===== src/rtl/aes_pkg.sv =====
// Shared AES types and the inverse S-box lookup for the decryption datapath.
package aes_pkg;

    typedef logic [7:0]   aes_byte_t;
    typedef logic [127:0] aes_state_t;

    localparam int AES_NB_BYTES = 16;

    localparam aes_byte_t INV_SBOX_TBL [256] = '{
        8'h52, 8'h09, 8'h6a, 8'hd5, 8'h30, 8'h36, 8'ha5, 8'h38, 8'hbf, 8'h40, 8'ha3, 8'h9e, 8'h81, 8'hf3, 8'hd7, 8'hfb,
        8'h7c, 8'he3, 8'h39, 8'h82, 8'h9b, 8'h2f, 8'hff, 8'h87, 8'h34, 8'h8e, 8'h43, 8'h44, 8'hc4, 8'hde, 8'he9, 8'hcb,
        8'h54, 8'h7b, 8'h94, 8'h32, 8'ha6, 8'hc2, 8'h23, 8'h3d, 8'hee, 8'h4c, 8'h95, 8'h0b, 8'h42, 8'hfa, 8'hc3, 8'h4e,
        8'h08, 8'h2e, 8'ha1, 8'h66, 8'h28, 8'hd9, 8'h24, 8'hb2, 8'h76, 8'h5b, 8'ha2, 8'h49, 8'h6d, 8'h8b, 8'hd1, 8'h25,
        8'h72, 8'hf8, 8'hf6, 8'h64, 8'h86, 8'h68, 8'h98, 8'h16, 8'hd4, 8'ha4, 8'h5c, 8'hcc, 8'h5d, 8'h65, 8'hb6, 8'h92,
        8'h6c, 8'h70, 8'h48, 8'h50, 8'hfd, 8'hed, 8'hb9, 8'hda, 8'h5e, 8'h15, 8'h46, 8'h57, 8'ha7, 8'h8d, 8'h9d, 8'h84,
        8'h90, 8'hd8, 8'hab, 8'h00, 8'h8c, 8'hbc, 8'hd3, 8'h0a, 8'hf7, 8'he4, 8'h58, 8'h05, 8'hb8, 8'hb3, 8'h45, 8'h06,
        8'hd0, 8'h2c, 8'h1e, 8'h8f, 8'hca, 8'h3f, 8'h0f, 8'h02, 8'hc1, 8'haf, 8'hbd, 8'h03, 8'h01, 8'h13, 8'h8a, 8'h6b,
        8'h3a, 8'h91, 8'h11, 8'h41, 8'h4f, 8'h67, 8'hdc, 8'hea, 8'h97, 8'hf2, 8'hcf, 8'hce, 8'hf0, 8'hb4, 8'he6, 8'h73,
        8'h96, 8'hac, 8'h74, 8'h22, 8'he7, 8'had, 8'h35, 8'h85, 8'he2, 8'hf9, 8'h37, 8'he8, 8'h1c, 8'h75, 8'hdf, 8'h6e,
        8'h47, 8'hf1, 8'h1a, 8'h71, 8'h1d, 8'h29, 8'hc5, 8'h89, 8'h6f, 8'hb7, 8'h62, 8'h0e, 8'haa, 8'h18, 8'hbe, 8'h1b,
        8'hfc, 8'h56, 8'h3e, 8'h4b, 8'hc6, 8'hd2, 8'h79, 8'h20, 8'h9a, 8'hdb, 8'hc0, 8'hfe, 8'h78, 8'hcd, 8'h5a, 8'hf4,
        8'h1f, 8'hdd, 8'ha8, 8'h33, 8'h88, 8'h07, 8'hc7, 8'h31, 8'hb1, 8'h12, 8'h10, 8'h59, 8'h27, 8'h80, 8'hec, 8'h5f,
        8'h60, 8'h51, 8'h7f, 8'ha9, 8'h19, 8'hb5, 8'h4a, 8'h0d, 8'h2d, 8'he5, 8'h7a, 8'h9f, 8'h93, 8'hc9, 8'h9c, 8'hef,
        8'ha0, 8'he0, 8'h3b, 8'h4d, 8'hae, 8'h2a, 8'hf5, 8'hb0, 8'hc8, 8'heb, 8'hbb, 8'h3c, 8'h83, 8'h53, 8'h99, 8'h61,
        8'h17, 8'h2b, 8'h04, 8'h7e, 8'hba, 8'h77, 8'hd6, 8'h26, 8'he1, 8'h69, 8'h14, 8'h63, 8'h55, 8'h21, 8'h0c, 8'h7d
    };

    function automatic aes_byte_t inv_sbox(aes_byte_t b);
        return INV_SBOX_TBL[b];
    endfunction

endpackage


===== src/rtl/inv_sbox.sv =====
// One combinational AES inverse S-box lane (8-bit in, 8-bit out).
module inv_sbox (
    input  aes_pkg::aes_byte_t value,
    output aes_pkg::aes_byte_t result
);

    // Scoped call: the module shares its name with the package function.
    assign result = aes_pkg::inv_sbox(value);

endmodule


===== src/rtl/inv_sub_bytes_iter.sv =====
// Iterative InvSubBytes: substitutes BYTES_PER_CYCLE bytes per clock through a shared S-box bank.
// Optional block counter output enabled by defining INV_SUB_BYTES_STATS_EN.
module inv_sub_bytes_iter
    import aes_pkg::*;
#(
    parameter int BYTES_PER_CYCLE = 4
) (
    input  logic       clk,
    input  logic       rst,
    input  logic       in_valid,
    output logic       in_ready,
    input  aes_state_t state_in,
    output logic       out_valid,
    input  logic       out_ready,
    output aes_state_t state_out
`ifdef INV_SUB_BYTES_STATS_EN
    ,
    output logic [31:0] blk_count
`endif
);

    localparam int N     = AES_NB_BYTES / BYTES_PER_CYCLE;
    localparam int IDX_W = (N > 1) ? $clog2(N) : 1;
    localparam int GRP_W = 8 * BYTES_PER_CYCLE;
    localparam logic [IDX_W-1:0] IDX_LAST = IDX_W'(N - 1);

    if (!(BYTES_PER_CYCLE == 1 || BYTES_PER_CYCLE == 2 || BYTES_PER_CYCLE == 4 ||
          BYTES_PER_CYCLE == 8 || BYTES_PER_CYCLE == 16)) begin : g_bad_cfg
        $error("inv_sub_bytes_iter: BYTES_PER_CYCLE must be 1, 2, 4, 8 or 16");
    end

    typedef enum logic [1:0] {IDLE, BUSY, DONE} state_t;

    state_t                  state_q, state_d;
    logic [IDX_W-1:0]        idx_q;
    // Group 0 is the MSB group, so the group index walks bytes 0..15 in order.
    logic [0:N-1][GRP_W-1:0] work_q, work_sub;
    logic [GRP_W-1:0]        grp_cur, grp_sub;
    aes_byte_t               lane_in  [BYTES_PER_CYCLE];
    aes_byte_t               lane_out [BYTES_PER_CYCLE];
    logic                    load, step, finish;

    if (N == 1) begin : g_single_grp
        assign grp_cur  = work_q[0];
        assign work_sub = grp_sub;
    end else begin : g_multi_grp
        assign grp_cur = work_q[idx_q];
        always_comb begin
            work_sub        = work_q;
            work_sub[idx_q] = grp_sub;
        end
    end

    for (genvar l = 0; l < BYTES_PER_CYCLE; l++) begin : g_lane
        assign lane_in[l] = grp_cur[GRP_W-1-8*l -: 8];
        inv_sbox u_inv_sbox (
            .value  (lane_in[l]),
            .result (lane_out[l])
        );
    end

    always_comb begin
        grp_sub = '0;
        for (int l = 0; l < BYTES_PER_CYCLE; l++) begin
            grp_sub[GRP_W-1-8*l -: 8] = lane_out[l];
        end
    end

    always_comb begin
        state_d   = state_q;
        in_ready  = 1'b0;
        out_valid = 1'b0;
        load      = 1'b0;
        step      = 1'b0;
        finish    = 1'b0;
        unique case (state_q)
            IDLE: begin
                in_ready = 1'b1;
                if (in_valid) begin
                    load    = 1'b1;
                    state_d = BUSY;
                end
            end
            BUSY: begin
                step = 1'b1;
                if (idx_q == IDX_LAST) begin
                    finish  = 1'b1;
                    state_d = DONE;
                end
            end
            DONE: begin
                out_valid = 1'b1;
                in_ready  = out_ready;
                if (out_ready) begin
                    if (in_valid) begin
                        load    = 1'b1;
                        state_d = BUSY;
                    end else begin
                        state_d = IDLE;
                    end
                end
            end
            default: state_d = IDLE;
        endcase
    end

    always_ff @(posedge clk) begin
        if (rst) begin
            state_q   <= IDLE;
            idx_q     <= '0;
            work_q    <= '0;
            state_out <= '0;
        end else begin
            state_q <= state_d;
            if (load) begin
                work_q <= state_in;
                idx_q  <= '0;
            end else if (step) begin
                work_q <= work_sub;
                // Hold idx at the last group rather than wrapping.
                if (!finish) begin
                    idx_q <= idx_q + 1'b1;
                end
            end
            if (finish) begin
                state_out <= work_sub;
            end
        end
    end

`ifdef INV_SUB_BYTES_STATS_EN
    always_ff @(posedge clk) begin
        if (rst) begin
            blk_count <= '0;
        end else if (out_valid && out_ready) begin
            blk_count <= blk_count + 32'd1;
        end
    end
`endif

endmodule

===== config.mk =====
export PLATFORM = sky130hd
export DESIGN_NAME = inv_sub_bytes_iter
export DESIGN_NICKNAME = d
export VERILOG_FILES = /design/src/rtl/aes_pkg.sv /design/src/rtl/inv_sbox.sv /design/src/rtl/inv_sub_bytes_iter.sv
export SDC_FILE = /design/constraint.sdc
export NUM_CORES = 1
export LEC_CHECK = 0
export CORE_MARGIN = 2
export CORE_UTILIZATION = 35
export CTS_CLUSTER_SIZE = 10
export DETAILED_ROUTE_END_ITERATION = 10
export PLACE_DENSITY_LB_ADDON = 0.25
export SETUP_SLACK_MARGIN = 0.4
export SYNTH_ARGS = -nofsm -noshare
export SYNTH_HDL_FRONTEND = slang
export SYNTH_HIERARCHICAL = 1
export SYNTH_SLANG_ARGS = --single-unit

===== constraint.sdc =====
create_clock -name clk -period 4.5 [get_ports clk]
set_input_delay 1.125 -clock clk [delete_from_list [all_inputs] [get_ports clk]]
set_output_delay 1.125 -clock clk [all_outputs]
set_load 0.01 [all_outputs]

==> impl_metrics.ini <==
[timing]
fmax_mhz = 247
finalCritPeriodShare_pct = 90.0
fin_ws_ns = 0.450
fin_hold_ws_ns = 0.455
rsz0062_at_grt = true
finalHoldViolations = 0
skew_ns = 0.0184
setup_viol = 0
worst_slew_pin_slew_ns = 0.933
setup-tns-final_ns = 0
max_slew_margin_pct = 37.8
layout_min_cycle_time_ns = 4.05
drv_slew = 0

[placement]
finalWeightedCongestion = 1.10
io_buffers = 261
place_inst = 4619
pre_cts_ws_ns = 0.0843
hpwl_um = 92700

[synthesis]
synth_seq_cells = 260
synth_seq_area_share_pct = 19.7
async_flop_share_pct = 0
synth_fp_nets = 3748
netlist_instances = 3528
synth_edf_count = 0
synth_area_um2 = 26400
synthDistinctLibCells = 90
synth_ff_type = dfxtp_1
syn_avg_cell_area_um2 = 7.48
synth.yosys.warnings = 6

[clocking]
cts.sinks = 260
numCtsBuffers = 31
cts_tree = built
cts_buffer_depth = 3
htreeDepth = 1
root_buffer = clkbuf_16
clk_latency_ns = 0.60
path_clk_slew_ns = 0.06

[drt]
route.vias.total = 30954
via_per_inst = 6.62
top_layer_used = met5
wl_met3_um = 12800
drt-total-wl_um = 130000
wl_per_cell_um = 27.8
wl_met2_um = 55700
wl_met1_um = 54400
dr.first_iter.drc_count = 3931
antenna_left = 0
first_pass_iters = 8
route.detailed.drc = 0

[die]
dieHeight_um = 279
pin_count = 262
die_x_um = 279
fp-row-count = 100
die-area_um2 = 77600
start_util_pct = 35.4
core_um2 = 74600

[setup_path]
worst-path-buf-inv = 4
crit_cells = 14
critPathSlowestCell = mux4_2
worstSetupStartpointType = register
crit_type = register to register
path_cells = buf_4, mux4_2, inv_2, buf_4, ha_1, buf_4, nor2b_1, a221oi_1, a31oi_1, mux4_2, o21ai_2, mux2_2, a32oi_1, a21oi_1
critPathArrivalTime_ns = 4.51
max_stage_delay_ns = 0.53
critPathTopFamily = multiplexers
r2r_end = work_q[119]
cp.required_ns = 4.96
critPathMaxFanout = 8
reg2reg_from = idx_q[0]
endpoint_kind = register
r2r_slack_ns = 0.45
cpMostUsedCell = buf_4
r2r_cells = 14

[cells_and_area]
nFillCells = 7622
antenna_cells = 0
drive_gt1_share_pct = 15.2
final_cells = 4674
area_growth_syn_to_layout_pct = 21.2
regArea_um2 = 5210
num-nets-final = 3913
multi_input_area_um2 = 18800
final_cell_mix = a21oi_1 (361), nand2_1 (272), buf_4 (264), nor2_1 (260), clkdlybuf4s50_1 (260)
final_common_cell = a21oi_1

[global_route]
antenna_found_initial = 1
overflow = 0
grt_pass1_vias = 29076
grt_max_degree = 129
grt_usage_pct = 31.9
grt_first_pass_wirelength_um = 192000

[pwr]
finalPower_w = 0.0125
p_leak_nw = 11.0
peakVddDrop_mv = 0.228
cellPowerDensity_nw_per_um2 = 390

[worst_hold_path]
worstHoldPathCells = 2
whs_endpoint = state_out[1]
hold_path_startpoint = state_out[1]
hold_path.class = register to register

[status]
status = completed

[run]
max_cap_viol_count = 0
==> layer usage <==
metal / vias up / GRT usage [%]
met5: - / 0
met4: 2 / 14.6
met3: 406 / 5.50
met2: 2033 / 48.2
met1: 14785 / 44.0
li1: 13728 / -
==> report_power, final <==
| group | total [W] | switching (W) | internal [W] |
|---|---|---|---|
| sequential | 0.00252 | 0.000106 | 0.00242 |
| combinational | 0.00763 | 0.00475 | 0.00287 |
| clock | 0.00232 | 0.00102 | 0.00130 |
| total | 0.0125 | 0.00588 | 0.00659 |
==> worst max path at each step <==
stage                     slack (ns)          end     start
final                           0.45  work_q[119]  idx_q[0]
after floorplan                 0.42   work_q[93]  idx_q[0]
after detailed placement        0.08   work_q[68]  idx_q[0]
after CTS                       0.40   work_q[45]  idx_q[1]
after global placement         -0.01   work_q[36]  idx_q[0]
after global routing            0.35   work_q[46]  idx_q[0]
==> cells by family after synthesis <==
family / after synthesis / share of synthesized area [%]
flip-flops: 260 / 19.7
multiplexers: 222 / 11.3
XOR/XNOR: 7 / 0.304
AND/OR/NAND/NOR: 1018 / 18.4
adder cells (fa/ha/maj): 89 / 4.21
buffers and inverters: 554 / 10.0
AO/OA/AOI/OAI: 1378 / 36.1
==> timing repair <==
action | CTS | global route
hold buffers | 0 | 0
gates resized for setup | 5 | 43
pin swaps | 0 | 3
setup buffers | 4 | 5
endpoints found under the setup margin | 150 | 127
cloned | 0 | 1
==> state kept, by name (all words and copies together) (netlist names) <==
name       cells
work_q       128
state_out    128
idx_q          2
state_q        2
==> synth_stat cells, drive strengths merged, types with 13 or more instances <==
library cell | n | share of area (%)
a21oi | 363 | 6.9
nand2 | 278 | 4.0
nor2 | 266 | 3.8
buf | 260 | 5.8
dfxtp | 260 | 20
o21ai | 190 | 3.6
clkbuf | 175 | 2.5
o211ai | 167 | 4.8
a211oi | 126 | 3.6
inv | 112 | 1.6
nand3 | 101 | 1.9
mux2i | 97 | 3.7
nor3 | 97 | 1.8
ha | 88 | 4.2
nand2b | 85 | 2.1
mux2 | 71 | 3.0
nor2b | 68 | 1.6
a32oi | 67 | 2.2
o32a | 64 | 2.4
a311oi | 62 | 2.1
a31oi | 60 | 1.4
mux4 | 54 | 4.6
o311ai | 31 | 1.0
o31ai | 29 | 0.83
a221oi | 28 | 0.93
or2 | 26 | 0.62
a211o | 22 | 0.73
and3 | 22 | 0.52
nand4 | 19 | 0.45
o2111ai | 17 | 0.56
o22ai | 17 | 0.40
and2 | 15 | 0.36
a21o | 14 | 0.40
o221ai | 13 | 0.43
==> layout make-up <==
type                       count  area share (%)
clock buffer                  44            2.70
clock inverter                 1          0.0156
inverter                     119            1.43
multi-input combinational   2715            58.8
sequential                   260            16.3
tap                          969            3.79
timing repair buffer         566            16.9
==> tightest hold or removal path: stages, from the launching register on <==
cell and delay, ns:
dfxtp_1 0.31, nand2_1 0.05, a21oi_1 0.05
==> through the flow <==
stage / instance area [um2] / util (%)
finish: 32000 / 42.9
global route: 32000 / 42.9
CTS: 31700 / 42.6
detailed placement: 30800 / 41.3
global placement: 30800 / 41.3
floorplan: 26400 / -
No activity file was read; power rests on OpenSTA's default activity.
